`config.mk`:
```
export PLATFORM = sky130hd
export DESIGN_NAME = distance_filter_flat
export DESIGN_NICKNAME = d
export VERILOG_FILES = /design/src/rtl/dist_filter_pkg.sv /design/src/rtl/distance_filter_if.sv /design/src/rtl/distance_median3.sv /design/src/rtl/distance_filter.sv /design/src/flat_wrapper.sv
export SDC_FILE = /design/constraint.sdc
export NUM_CORES = 1
export LEC_CHECK = 0
export BUFFER_PORTS_ARGS = -buffer_cell sky130_fd_sc_hd__buf_2
export CAP_MARGIN = 20
export CORE_ASPECT_RATIO = 0.6
export CORE_MARGIN = 2
export CORE_UTILIZATION = 50
export CTS_BUF_LIST = sky130_fd_sc_hd__clkbuf_8
export DETAILED_ROUTE_END_ITERATION = 10
export PLACE_DENSITY = 0.67
export SKIP_CTS_REPAIR_TIMING = 1
export SYNTH_ARGS = -nofsm -noshare
export SYNTH_HDL_FRONTEND = slang
export SYNTH_HIERARCHICAL = 1
export SYNTH_SLANG_ARGS = --single-unit
```
`constraint.sdc`:
```
create_clock -name clk -period 8.6 [get_ports clk]
set_clock_uncertainty 0.1 [all_clocks]
set_input_delay 1.72 -clock clk [delete_from_list [all_inputs] [get_ports clk]]
set_output_delay 1.72 -clock clk [all_outputs]
set_load 0.01 [all_outputs]
```
`src/rtl/dist_filter_pkg.sv`:
```
// ---------------------------------------------------------------------------
// dist_filter_pkg : shared widths, ring depth and FSM encoding  (rev 1.0)
// ---------------------------------------------------------------------------
`default_nettype none

package dist_filter_pkg;
  localparam int DIST_W     = 17;
  localparam int RING_DEPTH = 4;

  typedef enum logic [1:0] {
    ST_WARM  = 2'd0,
    ST_RUN   = 2'd1,
    ST_FLUSH = 2'd2
  } state_e;
endpackage

`default_nettype wire

```
`src/rtl/distance_filter_if.sv`:
```
// ---------------------------------------------------------------------------
// distance_filter_if : sample-in / filtered-result-out bundle  (rev 1.0)
// ---------------------------------------------------------------------------
`default_nettype none

interface distance_filter_if #(
  parameter int DIST_W = dist_filter_pkg::DIST_W
) ();
  logic              valid_i;
  logic [DIST_W-1:0] distance_i;
  logic              clear_i;
  logic              valid_o;
  logic [DIST_W-1:0] distance_o;
  logic              stable_o;
  logic              outlier_o;

  modport master (
    output valid_i, distance_i, clear_i,
    input  valid_o, distance_o, stable_o, outlier_o
  );

  modport slave (
    input  valid_i, distance_i, clear_i,
    output valid_o, distance_o, stable_o, outlier_o
  );
endinterface

`default_nettype wire

```
`src/rtl/distance_median3.sv`:
```
// ---------------------------------------------------------------------------
// distance_median3 : combinational median of three samples  (rev 1.0)
// ---------------------------------------------------------------------------
`default_nettype none

module distance_median3 #(
  parameter int DIST_W = dist_filter_pkg::DIST_W
) (
  input  logic [DIST_W-1:0] a_i,
  input  logic [DIST_W-1:0] b_i,
  input  logic [DIST_W-1:0] c_i,
  output logic [DIST_W-1:0] med_o
);
  logic [DIST_W-1:0] lo_ab;
  logic [DIST_W-1:0] hi_ab;
  logic [DIST_W-1:0] lo_hc;

  // median = max(min(a,b), min(max(a,b),c))
  always_comb begin
    lo_ab = (a_i < b_i) ? a_i : b_i;
    hi_ab = (a_i < b_i) ? b_i : a_i;
    lo_hc = (hi_ab < c_i) ? hi_ab : c_i;
    med_o = (lo_ab > lo_hc) ? lo_ab : lo_hc;
  end
endmodule

`default_nettype wire

```
`src/rtl/distance_filter.sv`:
```
// ---------------------------------------------------------------------------
// distance_filter : outlier reject, median-of-3, 4-deep average, stability  (rev 1.0)
// ---------------------------------------------------------------------------
`default_nettype none

module distance_filter #(
  parameter int DIST_W     = dist_filter_pkg::DIST_W,
  parameter int MAX_DIST   = 30000,
  parameter int TOL        = 20,
  parameter int STABLE_N   = 8,
  parameter int MISS_LIMIT = 4
) (
  input  logic             clk,
  input  logic             rst_n,
  distance_filter_if.slave bus
);
  import dist_filter_pkg::*;

  localparam int SUM_W  = DIST_W + 2;
  localparam int STAB_W = $clog2(STABLE_N + 1);
  localparam int MISS_W = $clog2(MISS_LIMIT + 1);
  localparam int PTR_W  = $clog2(RING_DEPTH);
  localparam int RCNT_W = $clog2(RING_DEPTH + 1);
  localparam logic [DIST_W-1:0] MAX_V    = DIST_W'(MAX_DIST);
  localparam logic [DIST_W-1:0] TOL_V    = DIST_W'(TOL);
  localparam logic [STAB_W-1:0] STAB_MAX = STAB_W'(STABLE_N);
  localparam logic [RCNT_W-1:0] RING_FULL = RCNT_W'(RING_DEPTH);

  state_e              state_q, state_d;
  logic [DIST_W-1:0]   win_q [2];
  logic [DIST_W-1:0]   win_d [2];
  logic [1:0]          win_cnt_q, win_cnt_d;
  logic [DIST_W-1:0]   med_q, med_d;
  logic                med_vld_q, med_vld_d;
  logic [DIST_W-1:0]   ring_q [RING_DEPTH];
  logic [DIST_W-1:0]   ring_d [RING_DEPTH];
  logic [PTR_W-1:0]    wr_ptr_q, wr_ptr_d;
  logic [RCNT_W-1:0]   ring_cnt_q, ring_cnt_d;
  logic [SUM_W-1:0]    sum_q, sum_d;
  logic                valid_o_q, valid_o_d;
  logic [DIST_W-1:0]   dist_o_q, dist_o_d;
  logic                stable_q, stable_d;
  logic                outlier_q, outlier_d;
  logic [STAB_W-1:0]   steady_cnt_q, steady_cnt_d;
  logic [MISS_W-1:0]   miss_cnt_q, miss_cnt_d;

  logic [DIST_W-1:0]   med_w;
  logic                sample_bad;
  logic                flush_req;
  logic [DIST_W-1:0]   evict;
  logic [SUM_W-1:0]    sum_next;
  logic [DIST_W-1:0]   avg;
  logic [DIST_W-1:0]   diff;

  // The incoming sample plus the two held ones form the 3-entry raw window.
  distance_median3 #(.DIST_W(DIST_W)) u_median (
    .a_i   (bus.distance_i),
    .b_i   (win_q[0]),
    .c_i   (win_q[1]),
    .med_o (med_w)
  );

  assign sample_bad = (bus.distance_i == '0) || (bus.distance_i > MAX_V);

  always_comb begin
    state_d      = state_q;
    win_d        = win_q;
    win_cnt_d    = win_cnt_q;
    med_d        = med_q;
    med_vld_d    = 1'b0;
    ring_d       = ring_q;
    wr_ptr_d     = wr_ptr_q;
    ring_cnt_d   = ring_cnt_q;
    sum_d        = sum_q;
    sum_next     = sum_q;
    evict        = '0;
    avg          = dist_o_q;
    diff         = '0;
    dist_o_d     = dist_o_q;
    valid_o_d    = 1'b0;
    outlier_d    = 1'b0;
    stable_d     = stable_q;
    steady_cnt_d = steady_cnt_q;
    miss_cnt_d   = miss_cnt_q;
    flush_req    = 1'b0;

    if (state_q == ST_FLUSH) begin
      state_d = bus.clear_i ? ST_FLUSH : ST_WARM;
    end else if (bus.clear_i) begin
      flush_req = 1'b1;
    end else begin
      if (bus.valid_i && sample_bad) begin
        outlier_d = 1'b1;
        if (miss_cnt_q == MISS_W'(MISS_LIMIT - 1)) flush_req = 1'b1;
        else                                       miss_cnt_d = miss_cnt_q + MISS_W'(1);
      end else if (bus.valid_i) begin
        miss_cnt_d = '0;
        win_d[0]   = bus.distance_i;
        win_d[1]   = win_q[0];
        if (win_cnt_q == 2'd2) begin
          med_vld_d = 1'b1;
          med_d     = med_w;
        end else begin
          win_cnt_d = win_cnt_q + 2'd1;
        end
      end

      if (med_vld_q) begin
        evict              = (ring_cnt_q == RING_FULL) ? ring_q[wr_ptr_q] : '0;
        sum_next           = sum_q + SUM_W'(med_q) - SUM_W'(evict);
        sum_d              = sum_next;
        ring_d[wr_ptr_q]   = med_q;
        wr_ptr_d           = wr_ptr_q + PTR_W'(1);
        if (ring_cnt_q != RING_FULL) ring_cnt_d = ring_cnt_q + RCNT_W'(1);
        if (ring_cnt_q >= RING_FULL - RCNT_W'(1)) begin
          avg       = sum_next[DIST_W+1:2];
          diff      = (avg >= dist_o_q) ? (avg - dist_o_q) : (dist_o_q - avg);
          valid_o_d = 1'b1;
          dist_o_d  = avg;
          state_d   = ST_RUN;
          // First result after warm-up is only the reference for the next one.
          if (state_q == ST_WARM)  steady_cnt_d = '0;
          else if (diff <= TOL_V) begin
            if (steady_cnt_q != STAB_MAX) steady_cnt_d = steady_cnt_q + STAB_W'(1);
          end else                 steady_cnt_d = '0;
          stable_d = (steady_cnt_d == STAB_MAX);
        end
      end
    end

    // Flush wins over any push this cycle, so no result escapes into FLUSH.
    if (flush_req) begin
      state_d      = ST_FLUSH;
      win_d        = '{default: '0};
      win_cnt_d    = '0;
      med_vld_d    = 1'b0;
      ring_d       = '{default: '0};
      wr_ptr_d     = '0;
      ring_cnt_d   = '0;
      sum_d        = '0;
      valid_o_d    = 1'b0;
      dist_o_d     = dist_o_q;
      stable_d     = 1'b0;
      steady_cnt_d = '0;
      miss_cnt_d   = '0;
    end
  end

  always_ff @(posedge clk or negedge rst_n) begin
    if (!rst_n) begin
      state_q      <= ST_WARM;
      win_q        <= '{default: '0};
      win_cnt_q    <= '0;
      med_q        <= '0;
      med_vld_q    <= 1'b0;
      ring_q       <= '{default: '0};
      wr_ptr_q     <= '0;
      ring_cnt_q   <= '0;
      sum_q        <= '0;
      valid_o_q    <= 1'b0;
      dist_o_q     <= '0;
      stable_q     <= 1'b0;
      outlier_q    <= 1'b0;
      steady_cnt_q <= '0;
      miss_cnt_q   <= '0;
    end else begin
      state_q      <= state_d;
      win_q        <= win_d;
      win_cnt_q    <= win_cnt_d;
      med_q        <= med_d;
      med_vld_q    <= med_vld_d;
      ring_q       <= ring_d;
      wr_ptr_q     <= wr_ptr_d;
      ring_cnt_q   <= ring_cnt_d;
      sum_q        <= sum_d;
      valid_o_q    <= valid_o_d;
      dist_o_q     <= dist_o_d;
      stable_q     <= stable_d;
      outlier_q    <= outlier_d;
      steady_cnt_q <= steady_cnt_d;
      miss_cnt_q   <= miss_cnt_d;
    end
  end

  assign bus.valid_o    = valid_o_q;
  assign bus.distance_o = dist_o_q;
  assign bus.stable_o   = stable_q;
  assign bus.outlier_o  = outlier_q;
endmodule

`default_nettype wire

```
`src/flat_wrapper.sv`:
```
// flat-port wrapper written by rule: the top's interface ports become plain ports
module distance_filter_flat import dist_filter_pkg::*;
#(
  parameter int DIST_W     = dist_filter_pkg::DIST_W,
  parameter int MAX_DIST   = 30000,
  parameter int TOL        = 20,
  parameter int STABLE_N   = 8,
  parameter int MISS_LIMIT = 4
)
  (clk, rst_n, bus_valid_i, bus_distance_i, bus_clear_i, bus_valid_o, bus_distance_o, bus_stable_o, bus_outlier_o);
  distance_filter_if #(.DIST_W(DIST_W)) bus_i ();
  input  logic clk;
  input  logic rst_n;
  input wire logic [$bits(bus_i.valid_i)-1:0] bus_valid_i;
  input wire logic [$bits(bus_i.distance_i)-1:0] bus_distance_i;
  input wire logic [$bits(bus_i.clear_i)-1:0] bus_clear_i;
  output wire logic [$bits(bus_i.valid_o)-1:0] bus_valid_o;
  output wire logic [$bits(bus_i.distance_o)-1:0] bus_distance_o;
  output wire logic [$bits(bus_i.stable_o)-1:0] bus_stable_o;
  output wire logic [$bits(bus_i.outlier_o)-1:0] bus_outlier_o;
  assign bus_i.valid_i = bus_valid_i;
  assign bus_i.distance_i = bus_distance_i;
  assign bus_i.clear_i = bus_clear_i;
  assign bus_valid_o = bus_i.valid_o;
  assign bus_distance_o = bus_i.distance_o;
  assign bus_stable_o = bus_i.stable_o;
  assign bus_outlier_o = bus_i.outlier_o;
  distance_filter #(.DIST_W(DIST_W), .MAX_DIST(MAX_DIST), .TOL(TOL), .STABLE_N(STABLE_N), .MISS_LIMIT(MISS_LIMIT)) u_core (.clk(clk), .rst_n(rst_n), .bus(bus_i));
endmodule
```
-- After elaboration in Yosys (flattened, before gate mapping)
Cells that the tools add are included.
- add/subtract/negate cells: 9
- multiply operators: 0
- divide/modulo/power cells: 0
- $lt $le $gt $ge: 9
- equal/unequal tests: 13
- shifts and indexed selects: 0
- multiplexer cells: 87
- bitwise gates (word level): 5
- reduce and logical (&&, ||, !) cells: 21
- operators by type and width (operator ; count):
    2-to-1 mux 68 bit ; 4
    2-to-1 mux 34 bit ; 5
    2-to-1 mux 17 bit ; 9
    2-to-1 mux 19 bit ; 4
    bitwise mux 68 bit ; 1
    2-to-1 mux 4 bit ; 12
    binary-select mux 17 bit (select 2 bit) ; 1
    demux 17 bit (select 2 bit) ; 1
    < comparator 17 bit ; 2
    subtractor 17 bit ; 2
    2-to-1 mux 3 bit ; 11
    2-to-1 mux 2 bit ; 16
    2-to-1 mux 1 bit ; 23
    adder 19 x 17 -> 19 bit ; 1
    subtractor 19 x 17 -> 19 bit ; 1
    >= comparator 17 bit ; 1
    greater-than comparator 17 x 15 -> 1 bit (second input constant) ; 1
    greater-than comparator 17 bit ; 1
    <= comparator 17 x 5 -> 1 bit (second input constant) ; 1
    zero test 17 bit ; 1
    AND reduction 4 bit ; 4
    AND reduction 5 bit ; 3
    nonzero test 3 bit ; 3
    != test 2 x 1 -> 1 bit (second input constant) ; 4
    21 further kinds ; 32
- register bits after elaboration: 175
- latch bits: 0
- bits in writable memories: 0
- memory bits (read-only): 0
- input port bits: 21
- output and inout port bits: 20
- word-level logic and storage cells: 163
- memories: 0

-- Depth between registers and ports, before layout
Gate-level depths: netlist (run 1).
- depth in word-level cells: 21
- mapped depth: 32
- gate-level depth less buffers: 32

-- Hierarchy
Netlist (run 1), hierarchy kept.
- by module, submodules not included (module ; times used ; cells an instance ; area an instance (um^2) ; sequential area each (um^2)):
    distance_filter ; 1 ; 1228 ; 10709.0 ; 4379.2
    distance_median3 ; 1 ; 269 ; 2063.2 ; 0.0

-- Worst setup path before layout (run 1)
Ideal clock, no wire load.
- kind: register to register
- start: reg u_core.wr_ptr_q[0]
- end: reg u_core.stable_q, in the netlist u_core/bus.stable_o
- setup time: 0.078 ns
- arrival time: 6.837 ns
- required time: 8.422 ns
- path slack: 1.585 ns
- cell stages (with the launch flop): 29
- buffers on the path: 1
- period minus slack after synthesis: 7.015 ns
- path through: dfrtp_1 clkbuf_1 mux4_2 nor2b_1 fa_1 inv_1 ha_1 a21o_1 a21oi_1 o21bai_1 a21oi_1 o21ai_0 a21o_1 a21o_1 a21o_1 a21oi_1 xnor2_1 ha_1 a21o_1 a21o_1 a21o_1 a211oi_1 o221ai_1 xor2_1 or4_1 a32oi_2 nand4_2 or3_1 a21oi_1
- longest elaborated chain between the ends: 21
- elaborated cells between the ends (all ways): 23
- classes of those cells: 3 x add/sub; 2 x order compare; 1 x eq/ne; 16 x mux; 1 x bitwise
- ends and longest elaborated chain (what ; RTL line ; source):
    start: declaration ; distance_filter.sv:37 ; logic [PTR_W-1:0] wr_ptr_q, wr_ptr_d;
    start signal: assignment ; distance_filter.sv:173 ; wr_ptr_q <= wr_ptr_d;
    NOT 2 -> 3 bit (implied by the code) (*) ; distance_filter.sv:109 ; evict = (ring_cnt_q == RING_FULL) ? ring_q[wr_ptr_q] : '0;
    binary-select mux 17 bit (select 2 bit) (*) ; distance_filter.sv:109 ;
    2-to-1 mux 17 bit (implied by the code) (*) (2 in a row) ; distance_filter.sv:109 ;
    2-to-1 mux 17 bit (*) ; distance_filter.sv:109 ;
    subtractor 19 x 17 -> 19 bit (*) ; distance_filter.sv:110 ; sum_next = sum_q + SUM_W'(med_q) - SUM_W'(evict);
    subtractor 17 bit or >= comparator 17 bit (tied branches) ; distance_filter.sv:117 ; diff = (avg >= dist_o_q) ? (avg - dist_o_q) : (dist_o_q - avg);
    2-to-1 mux 17 bit (*) ; distance_filter.sv:117 ;
    <= comparator 17 x 5 -> 1 bit (*) ; distance_filter.sv:123 ; else if (diff <= TOL_V) begin
    [... 4 more ...] ; n/a ;
    2-to-1 mux 4 bit (*) ; distance_filter.sv:89 ; end else if (bus.clear_i) begin
    2-to-1 mux 4 bit (*) ; distance_filter.sv:87 ; if (state_q == ST_FLUSH) begin
    == test 4 bit (*) ; distance_filter.sv:126 ; stable_d = (steady_cnt_d == STAB_MAX);
    2-to-1 mux 1 bit (*) ; distance_filter.sv:115 ; if (ring_cnt_q >= RING_FULL - RCNT_W'(1)) begin
    2-to-1 mux 1 bit (*) ; distance_filter.sv:108 ; if (med_vld_q) begin
    2-to-1 mux 1 bit (*) ; distance_filter.sv:89 ;
    2-to-1 mux 1 bit (*) ; distance_filter.sv:87 ;
    2-to-1 mux 1 bit (*) ; distance_filter.sv:132 ; if (flush_req) begin
    end signal: assignment ; distance_filter.sv:178 ; stable_q <= stable_d;
    end: declaration ; distance_filter.sv:42 ; logic stable_q, stable_d;
Every way passes the cells marked *; elsewhere a longest branch is shown, timed or not. The select of a mux whose other input is x is not followed.
A chain may end at the register's enable or synchronous reset.

-- Final worst setup path (run 1)
Ends and elaborated chain as after synthesis.

==> results of run 1 <==
logic make-up after synthesis:
group | Yosys count | share of synthesized area
mux | 80 | 0.0838
fa+ha+maj | 130 | 0.137
compound gates | 361 | 0.172
buf+inv | 230 | 0.0715
xor+xnor | 33 | 0.0226
flops | 175 | 0.343
simple gates | 488 | 0.170
cell usage in the layout (no fill, tap or decap), drive strengths merged, types with 7 or more instances in the layout:
cell type,count
xor2,16
a22o,8
fa,17
nand3,14
mux4,17
buf,54
and3,12
mux2i,24
a21o,25
nor4,7
nor3,16
a211oi,8
nor2,44
nand4,19
nor2b,27
a21oi,156
o21ai,92
clkbuf,20
inv,163
o211ai,7
ha,113
dfrtp,175
xnor2,17
mux2,39
nand2,311
o21a,7
layout make-up:
type / count / share of cell area
tap: 329 / 0.0301
timing repair buffer: 55 / 0.0273
clock buffer: 19 / 0.0191
inverter: 161 / 0.0442
multi-input combinational: 1092 / 0.548
clock inverter: 13 / 0.0117
sequential: 175 / 0.320
worst max-delay path: cells and delay by family, from the launching register on:
kind	cells	cell delay [ps]
AO/OA/AOI/OAI	15	3840
XOR/XNOR	1	280
adder cells (fa/ha/maj)	3	1300
AND/OR/NAND/NOR	5	1290
buffers and inverters	1	60
multiplexers	1	540
flip-flops	1	610
worst paths after layout:
path	start	endpoint	cells past startpoint
max	u_core/wr_ptr_q[0]	u_core/bus.stable_o	26
min	u_core/win_cnt_q[0]	u_core/win_cnt_q[0]	1
min in group asynchronous	rst_n	u_core/win_q[23]	1
max reg2reg	u_core/wr_ptr_q[0]	u_core/bus.stable_o	26
min reg2reg	u_core/win_cnt_q[0]	u_core/win_cnt_q[0]	1
max in group asynchronous	rst_n	u_core/ring_q[66]	3
state kept, by name (all words and copies together), names as in the netlist:
name                   count
u_core/bus.stable_o        1
u_core/ring_cnt_q          3
u_core/steady_cnt_q        4
u_core/win_cnt_q           2
u_core/bus.distance_o     17
u_core/bus.valid_o         1
u_core/wr_ptr_q            2
u_core/bus.outlier_o       1
u_core/med_vld_q           1
u_core/state_q             2
u_core/sum_q              19
u_core/win_q              34
u_core/ring_q             68
u_core/med_q              17
u_core/miss_cnt_q          3
power by group through the flow:
stage / Combinational [mW] / Clock (mW) / Sequential [mW]
after floorplan: 0.795 / 0 / 0.863
after global placement: 1.07 / 0 / 0.869
after detailed placement: 1.08 / 0 / 0.869
after CTS: 1.09 / 0.643 / 0.853
after global routing: 1.22 / 0.673 / 0.856
final: 1.13 / 0.625 / 0.854
stage by stage:
step	worst slack (ps)	cell area [um^2]	total power, mW	instances	utilization
final	510	13700	2.61	1844	0.544
after global placement	412	13200	1.94	1810	0.525
after global routing	156	13700	2.75	1844	0.544
after detailed placement	566	13200	1.95	1811	0.526
after CTS	706	13700	2.59	1843	0.543
after floorplan	1580	12800	1.66	1497	-
layer usage:
layer / track usage / up-vias / routed length [um]
met5: 0 / - / 0
met3: 0.0627 / 21 / 2940
met1: 0.441 / 5304 / 18400
met2: 0.353 / 413 / 13800
li1: - / 5132 / -
met4: 0.0438 / 0 / 218
==> results.toml, run 1 <==
[run_status]
status = "finished, final reports clean"

[sta]
worst_slew_pin_slew_ps = 925
setup_repair_after_global_routing_missed_its_margin = "no"
count_of_final_max_slew_check_failures = 0
timing.max_slew.rel_slack = 0.382
hold-worst-slack_ps = 390
setup_viol_count_final = 0
max_freq_mhz = 124
timing.final.hold_violations = 0
post-route-period-util = 0.941
setup_total_negative_slack_ps = 0
minimum_period_implied_by_the_final_worst_setup_slack_ps = 8090

[flow_run]
cap_violations = 0

[setup_path]
crit_path_max_incr_delay_ps = 610
timing.critical_path.slowest_stage_cell = "dfrtp_1"
worst_setup_path_end_kind = "register"
reg2reg_setup_slack_ps = 510
worst_path_required_ps = 8910
timing.critical_path.from_type = "register"
critical_path_class = "reg2reg"
crit_fanout = 13
critPathArrivalTime_ps = 8400

[synthesis]
number_of_synthesized_flops_with_an_enable_pin = 0
synth_area_leaders = "dfrtp_1 34%, ha_1 11%, nand2_1 9.1%"
synth_top_flop_cell = "dfrtp_1"
netlist_top_cells_count = "311 x nand2_1, 175 x dfrtp_1, 161 x inv_1, 156 x a21oi_1, 113 x ha_1"
mappedNetlistNets = 1648
synth_seq_cells = 175
yosysTopAreaCellShare = 0.343
synth_warnings = 6
seq_area_frac_synth = 0.343
syn_inst = 1497
syn_area_um2 = 12800
post_synth.cell_area_avg_um2 = 8.53
synth_largest_area_cell = "dfrtp_1"
ys_types = 75
postSynth.asyncResetShare = 1.00
yosysMostFrequentCell = "nand2_1"

[clock_tree]
clkTransAtPathRegs_ps = 100
clockBufferDepth = 2
cts.root.buffer_cell = "clkbuf_8"
cts_buffer_count = 17
clk-insertion-delay-late_ps = 490
tritoncts_sinks = 175
cts_h_tree_depth = 4
cts_tree = "built"

[pwr]
static-leakage-power_nw = 6.26
clockPowerShare = 0.239
swShare = 0.405
sequential_share_of_power = 0.327
p_int_mw = 1.55
p_switching_mw = 1.06
vdd.ir_drop.worst_v = 0.0000828
logic_gate_share_of_total_power = 0.434
pwr_density_cell_nw_per_um2 = 191

[die]
floorplan_die_height_um = 128
core_um2 = 25200
floorplan.die.width_um = 210
pin_count = 41
num_rows = 45
design.die.area_um2 = 26900
floorplan.initialDensity = 0.507

[route]
route.detailed.drc = 0
detail_route.first_pass.iterations = 5
via_per_inst = 5.89
dr.first_iter.drc_count = 1133
wl_per_cell_um = 19.2
route.final.wire_length_mm = 35.3
drtAntennaViolNets = 0
dr_total_vias = 10900

[placement]
place_congestion = 0.925
post-dp-hpwl_mm = 26.3
port_buffers = 40

[finish]
nFillCells = 2294
regArea_um2 = 4380
share_of_cells_above_drive_strength_1 = 0.105
multiInputGateArea_um2 = 7500
n_antenna_cell = 0
nets = 1653
layout-area-overhead-vs-synth_pct = 7.16

[grt]
antenna_found_initial = 0
grt_total_usage = 0.268
grt_pass1_wl_mm = 55.7
largest_net_degree_at_the_start_of_global_routing = 97
grt_overflow = 0
first_global_vias = 9877

[worst_hold_path]
timing.hold.worst.class = "reg2reg"
(Power assumes the default switching activity.)
==> inputs of run 2 (changes only) <==
CTS_BUF_LIST = sky130_fd_sc_hd__clkbuf_8 sky130_fd_sc_hd__clkbuf_16   (was sky130_fd_sc_hd__clkbuf_8)
==> results.toml, run 2 (synthesized netlist as in run 1, its figures left out) <==
[setup_path]
worst_setup_path_end_kind = "register"
timing.critical_path.from_type = "register"
crit_fanout = 13
critPathArrivalTime_ps = 8330
reg2reg_from = "u_core/wr_ptr_q[0]"
worst_path_required_ps = 8860
worstSetupStartpoint = "u_core/wr_ptr_q[0]"
critical_path_class = "reg2reg"

[die]
floorplan.initialDensity = 0.507
floorplan.die.width_um = 210
design.die.area_um2 = 26900
floorplan_die_height_um = 128
core_um2 = 25200
num_rows = 45
pin_count = 41

[route]
route.final.wire_length_mm = 35.4
detail_route.first_pass.iterations = 5
dr_total_vias = 10800
route.detailed.drc = 0
wl_per_cell_um = 19.2
dr.first_iter.drc_count = 1176
drtAntennaViolNets = 0
via_per_inst = 5.86

[sta]
setup_total_negative_slack_ps = 0
timing.final.hold_violations = 0
minimum_period_implied_by_the_final_worst_setup_slack_ps = 8060
timing.max_slew.rel_slack = 0.373
max_freq_mhz = 124
setup_viol_count_final = 0
count_of_final_max_slew_check_failures = 0
worst_slew_pin_slew_ps = 941
post-route-period-util = 0.938
setup_repair_after_global_routing_missed_its_margin = "no"

[grt]
first_global_vias = 9912
grt_overflow = 0
largest_net_degree_at_the_start_of_global_routing = 97
grt_pass1_wl_mm = 56.0
grt_total_usage = 0.270
antenna_found_initial = 0

[finish]
layout-area-overhead-vs-synth_pct = 8.66
n_antenna_cell = 0
share_of_cells_above_drive_strength_1 = 0.105
nets = 1653
final_area_um2 = 13900
most_common_cell_after_layout_fill_and_taps_aside = "nand2_1"
largest_register_ffs = 68
top_register = "u_core/ring_q"
biggestRegsByFlops = "u_core/ring_q: 68 flops, u_core/win_q: 34 flops, u_core/sum_q: 19 flops"
commonest_cells_after_routing_fill_and_taps_aside = "311 x nand2_1, 175 x dfrtp_1, 161 x inv_1"

[clock_tree]
tritoncts_sinks = 175
cts_h_tree_depth = 4
cts_buffer_count = 17
cts_tree = "built"
cts.root.buffer_cell = "clkbuf_16"
clockBufferDepth = 2
clkTransAtPathRegs_ps = 70
clk-insertion-delay-late_ps = 450

[flow_run]
cap_violations = 0

[pwr]
static-leakage-power_nw = 6.34
pwr_density_cell_nw_per_um2 = 202
vdd.ir_drop.worst_v = 0.000113

[placement]
post_detailed_placement_cell_area_um2 = 13200
place_congestion = 0.925
port_buffers = 40
post-dp-hpwl_mm = 26.3

[run_status]
status = "finished, final reports clean"

[worst_hold_path]
timing.hold.worst.start = "u_core/sum_q[9]"
timing.hold.worst.class = "reg2reg"
## run 2: final timing paths
path,slack (ps),end,cells after the start
min in group asynchronous,1270,u_core/win_q[23],1
hold / removal,390,u_core/sum_q[9],2
hold reg to reg,390,u_core/sum_q[9],2
setup / recovery,540,u_core/bus.stable_o,26
max in group asynchronous,5960,u_core/sum_q[7],3
setup reg to reg,540,u_core/bus.stable_o,26
## run 2: critical path, cell delays in order (launching register included)
cell      delay, ps
dfrtp_1         600
mux4_2          540
nor2b_1         150
fa_1            540
inv_1            60
ha_1            280
a21o_1          170
a21oi_1         230
o21bai_1        100
a21oi_1         240
o21ai_0         330
a21o_1          280
a21o_1          210
a21o_1          180
a21oi_1         180
xnor2_1         270
ha_1            480
nand3_1         330
nor2_1          170
a211oi_1        610
o21ai_4         240
a311o_1         420
a311o_1         310
a32oi_2         180
nand4_2         250
or3_1           380
a21oi_1         150
## run 2: per-stage QoR
stage / setup WS (ps) / util / total power, mW / hold slack, ps / std cells
CTS: 720 / 0.550 / 2.78 / 392 / 1843
global placement: 412 / 0.525 / 1.94 / 359 / 1810
detailed placement: 566 / 0.526 / 1.95 / 378 / 1811
global route: 174 / 0.551 / 2.95 / 392 / 1844
floorplan: 1580 / - / 1.66 / 350 / 1497
finish: 537 / 0.551 / 2.81 / 386 / 1844
## run 2: layout make-up
class / count / area [um^2]
clock buffers: 19 / 453
clock inverters: 13 / 160
fillers: 2269 / 11300
inverters: 161 / 604
multi-input cells: 1092 / 7500
flip-flops and latches: 175 / 4380
well taps: 329 / 412
repair buffers: 55 / 374
## run 2: report_power, final
group	leakage, nW	total, mW	switching [mW]	internal (mW)
sequential	2.29	0.855	0.0189	0.836
clock	0.300	0.821	0.348	0.473
combinational	3.75	1.13	0.718	0.415
total	6.34	2.81	1.08	1.72
## run 2: metal layers
layer	share of wire	GRT usage
met2	0.39	0.357
met5	0	0
met3	0.085	0.0688
met4	0.0044	0.0359
met1	0.52	0.442
==> inputs of run 3 (changes only) <==
CORE_ASPECT_RATIO = 1.2   (was 0.6)
SYNTH_HIERARCHICAL = not set   (was 1)
clock period = 10.1 ns   (was 8.6 ns; I/O delays follow)
==> results.toml, run 3 <==
[run_status]
status = "finished, final reports clean"

[route]
drtAntennaViolNets = 0
wl_per_cell_um = 17.1
dr.first_iter.drc_count = 563
dr_total_vias = 10200
route.final.wire_length_mm = 30.5
detail_route.first_pass.iterations = 7
via_per_inst = 5.74
route.detailed.drc = 0

[setup_path]
reg2reg_from = "u_core.wr_ptr_q[1]"
crit_fanout = 30
critical_path.most_common_cell = "a21o_1"
count_of_buffer_and_inverter_cells_on_the_critical_path = 4
critPathArrivalTime_ps = 8740
critical_path_class = "in2reg"
worst_setup_path_end_kind = "register"
worst_path_required_ps = 10350
cp_top_family = "compound AO/OA/AOI/OAI gates"
crit_path_max_incr_delay_ps = 760
timing.critical_path.slowest_stage_cell = "a21o_1"
worstSetupStartpoint = "bus_distance_i[1]"
timing.critical_path.from_type = "input pin"

[synthesis]
ys_types = 88
synth_largest_area_cell = "dfrtp_1"
number_of_synthesized_flops_with_an_enable_pin = 0
yosysMostFrequentCell = "nand2_1"
mappedNetlistNets = 1588
synth_top_flop_cell = "dfrtp_1"
postSynth.asyncResetShare = 1.00
seq_area_frac_synth = 0.344
synth_warnings = 0
synth_area_leaders = "dfrtp_1 34%, ha_1 11%, nand2_1 7.1%"
post_synth.cell_area_avg_um2 = 8.85
syn_area_um2 = 12700
syn_inst = 1437
yosysTopAreaCellShare = 0.344
netlist_top_cells_count = "239 x nand2_1, 175 x dfrtp_1, 162 x inv_1, 113 x ha_1, 95 x o21ai_0"
synth_seq_cells = 175

[grt]
largest_net_degree_at_the_start_of_global_routing = 76
globalRouteMet2Util = 0.429
use_met3 = 0.0272
grt_util_met1 = 0.311
most_used_routing_layer = "met2"
grt_pass1_wl_mm = 51.5
first_global_vias = 10100
grt_total_usage = 0.242
grt_overflow = 0
antenna_found_initial = 0

[sta]
setup_viol_count_final = 0
timing.max_slew.rel_slack = 0.326
worst_slew_pin_slew_ps = 1010
hold-worst-slack_ps = 376
timing.final.hold_violations = 0
setup_repair_after_global_routing_missed_its_margin = "no"
post-route-period-util = 0.841
count_of_final_max_slew_check_failures = 0
minimum_period_implied_by_the_final_worst_setup_slack_ps = 8500
max_freq_mhz = 118
finalWorstSetupSlack_ps = 1600
setup_total_negative_slack_ps = 0

[worst_hold_path]
timing.hold.worst.start = "u_core.win_q[31]"
timing.hold.worst.class = "reg2reg"

[clock_tree]
cts_h_tree_depth = 4
tritoncts_sinks = 175
clockBufferDepth = 2
clkTransAtPathRegs_ps = 70
clk-insertion-delay-late_ps = 430
cts_buffer_count = 17
cts.root.buffer_cell = "clkbuf_16"
cts_tree = "built"

[finish]
regArea_um2 = 4380
commonest_cells_after_routing_fill_and_taps_aside = "239 x nand2_1, 175 x dfrtp_1, 163 x inv_1"
nets = 1593
final_area_um2 = 13700
largest_register_ffs = 68
top_register = "u_core.ring_q"
layout-area-overhead-vs-synth_pct = 7.44
most_common_cell_after_layout_fill_and_taps_aside = "nand2_1"
biggestRegsByFlops = "u_core.ring_q: 68 flops, u_core.win_q: 34 flops, u_core.sum_q: 19 flops"
final_core_utilization = 0.550
n_antenna_cell = 0
share_of_cells_above_drive_strength_1 = 0.104
nFillCells = 2289
multiInputGateArea_um2 = 7430
finalNonFillerCells = 1780

[placement]
dp_slack_ps = 1220
port_buffers = 40
post-dp-hpwl_mm = 22.5
place_congestion = 0.910
post_detailed_placement_cell_area_um2 = 13100
numPlacedInstances = 1748

[pwr]
power.total_mw = 4.93
static-leakage-power_nw = 6.34
pwr_density_cell_nw_per_um2 = 361
vdd.ir_drop.worst_v = 0.000228

[die]
core_um2 = 24800
design.die.area_um2 = 26700
pin_count = 41
num_rows = 63
floorplan_die_height_um = 179
floorplan.initialDensity = 0.512
floorplan.die.width_um = 150

[flow_run]
cap_violations = 0
## run 3: cell types whose count changed after synthesis, moves of 7 or more
| cell | delta |
|---|---|
| o21ai_0 | +21 |
| clkbuf_1 | -21 |
| o31ai_1 | +18 |
| nor2_1 | +13 |
| o32a_1 | +14 |
| buf_2 | +8 |
| nand2_1 | -72 |
| mux2_2 | -21 |
| a21oi_1 | -64 |
| nand2b_1 | +7 |
| nand3_1 | +7 |
| a22o_1 | +27 |
## run 3: logic make-up after synthesis
group	after synthesis	synth area share
fa+ha+maj	131	0.139
buf+inv	228	0.0728
flops	175	0.344
compound gates	390	0.206
simple gates	436	0.161
xor+xnor	25	0.0172
mux	52	0.0592
## run 3: final cells by class
class	instances	share of cell area
Clock inverter	13	0.00669
Tap cell	325	0.0298
Timing Repair Buffer	50	0.0206
Multi-Input combinational cell	1034	0.544
Inverter	164	0.0451
Sequential cell	175	0.321
Clock buffer	19	0.0332
## run 3: final timing paths
check	end	slack, ps	cells past startpoint
setup reg to reg	u_core.bus.stable_o	2420	24
hold / removal	u_core.win_q[31]	380	2
hold reg to reg	u_core.win_q[31]	380	2
min in group asynchronous	u_core.win_q[18]	1420	1
max in group asynchronous	u_core.bus.distance_o[10]	6540	3
setup / recovery	u_core.med_q[14]	1600	33
## run 3: power breakdown
part,switching [mW],total [mW],internal (mW)
Clock,0.287,0.614,0.327
Combinational,2.12,3.48,1.36
Sequential,0.0678,0.841,0.774
Total,2.47,4.93,2.46
## run 3: worst register-to-register path, cell delays in order, from the launching register on
cell,delay (ps)
dfrtp_1,1000
mux4_2,430
nor2b_1,160
fa_1,510
fa_1,470
nor2b_1,120
o21a_1,140
o21ai_0,150
a211oi_1,320
nor2b_1,100
a21boi_0,420
a21oi_1,130
o21bai_1,160
xnor2_1,250
inv_1,90
ha_1,500
nand4_1,260
nor3b_4,340
nand3_2,250
a2111oi_0,440
nand3b_1,180
nand4_2,120
nor4_4,540
nand3_2,170
o31ai_2,230
## run 3: per-layer routing
| metal | vias up | wire length (um) |
|---|---|---|
| li1 | 5041 | - |
| met1 | 4952 | 13600 |
| met2 | 190 | 15400 |
| met3 | 38 | 849 |
| met4 | 0 | 606 |
| met5 | - | 0 |
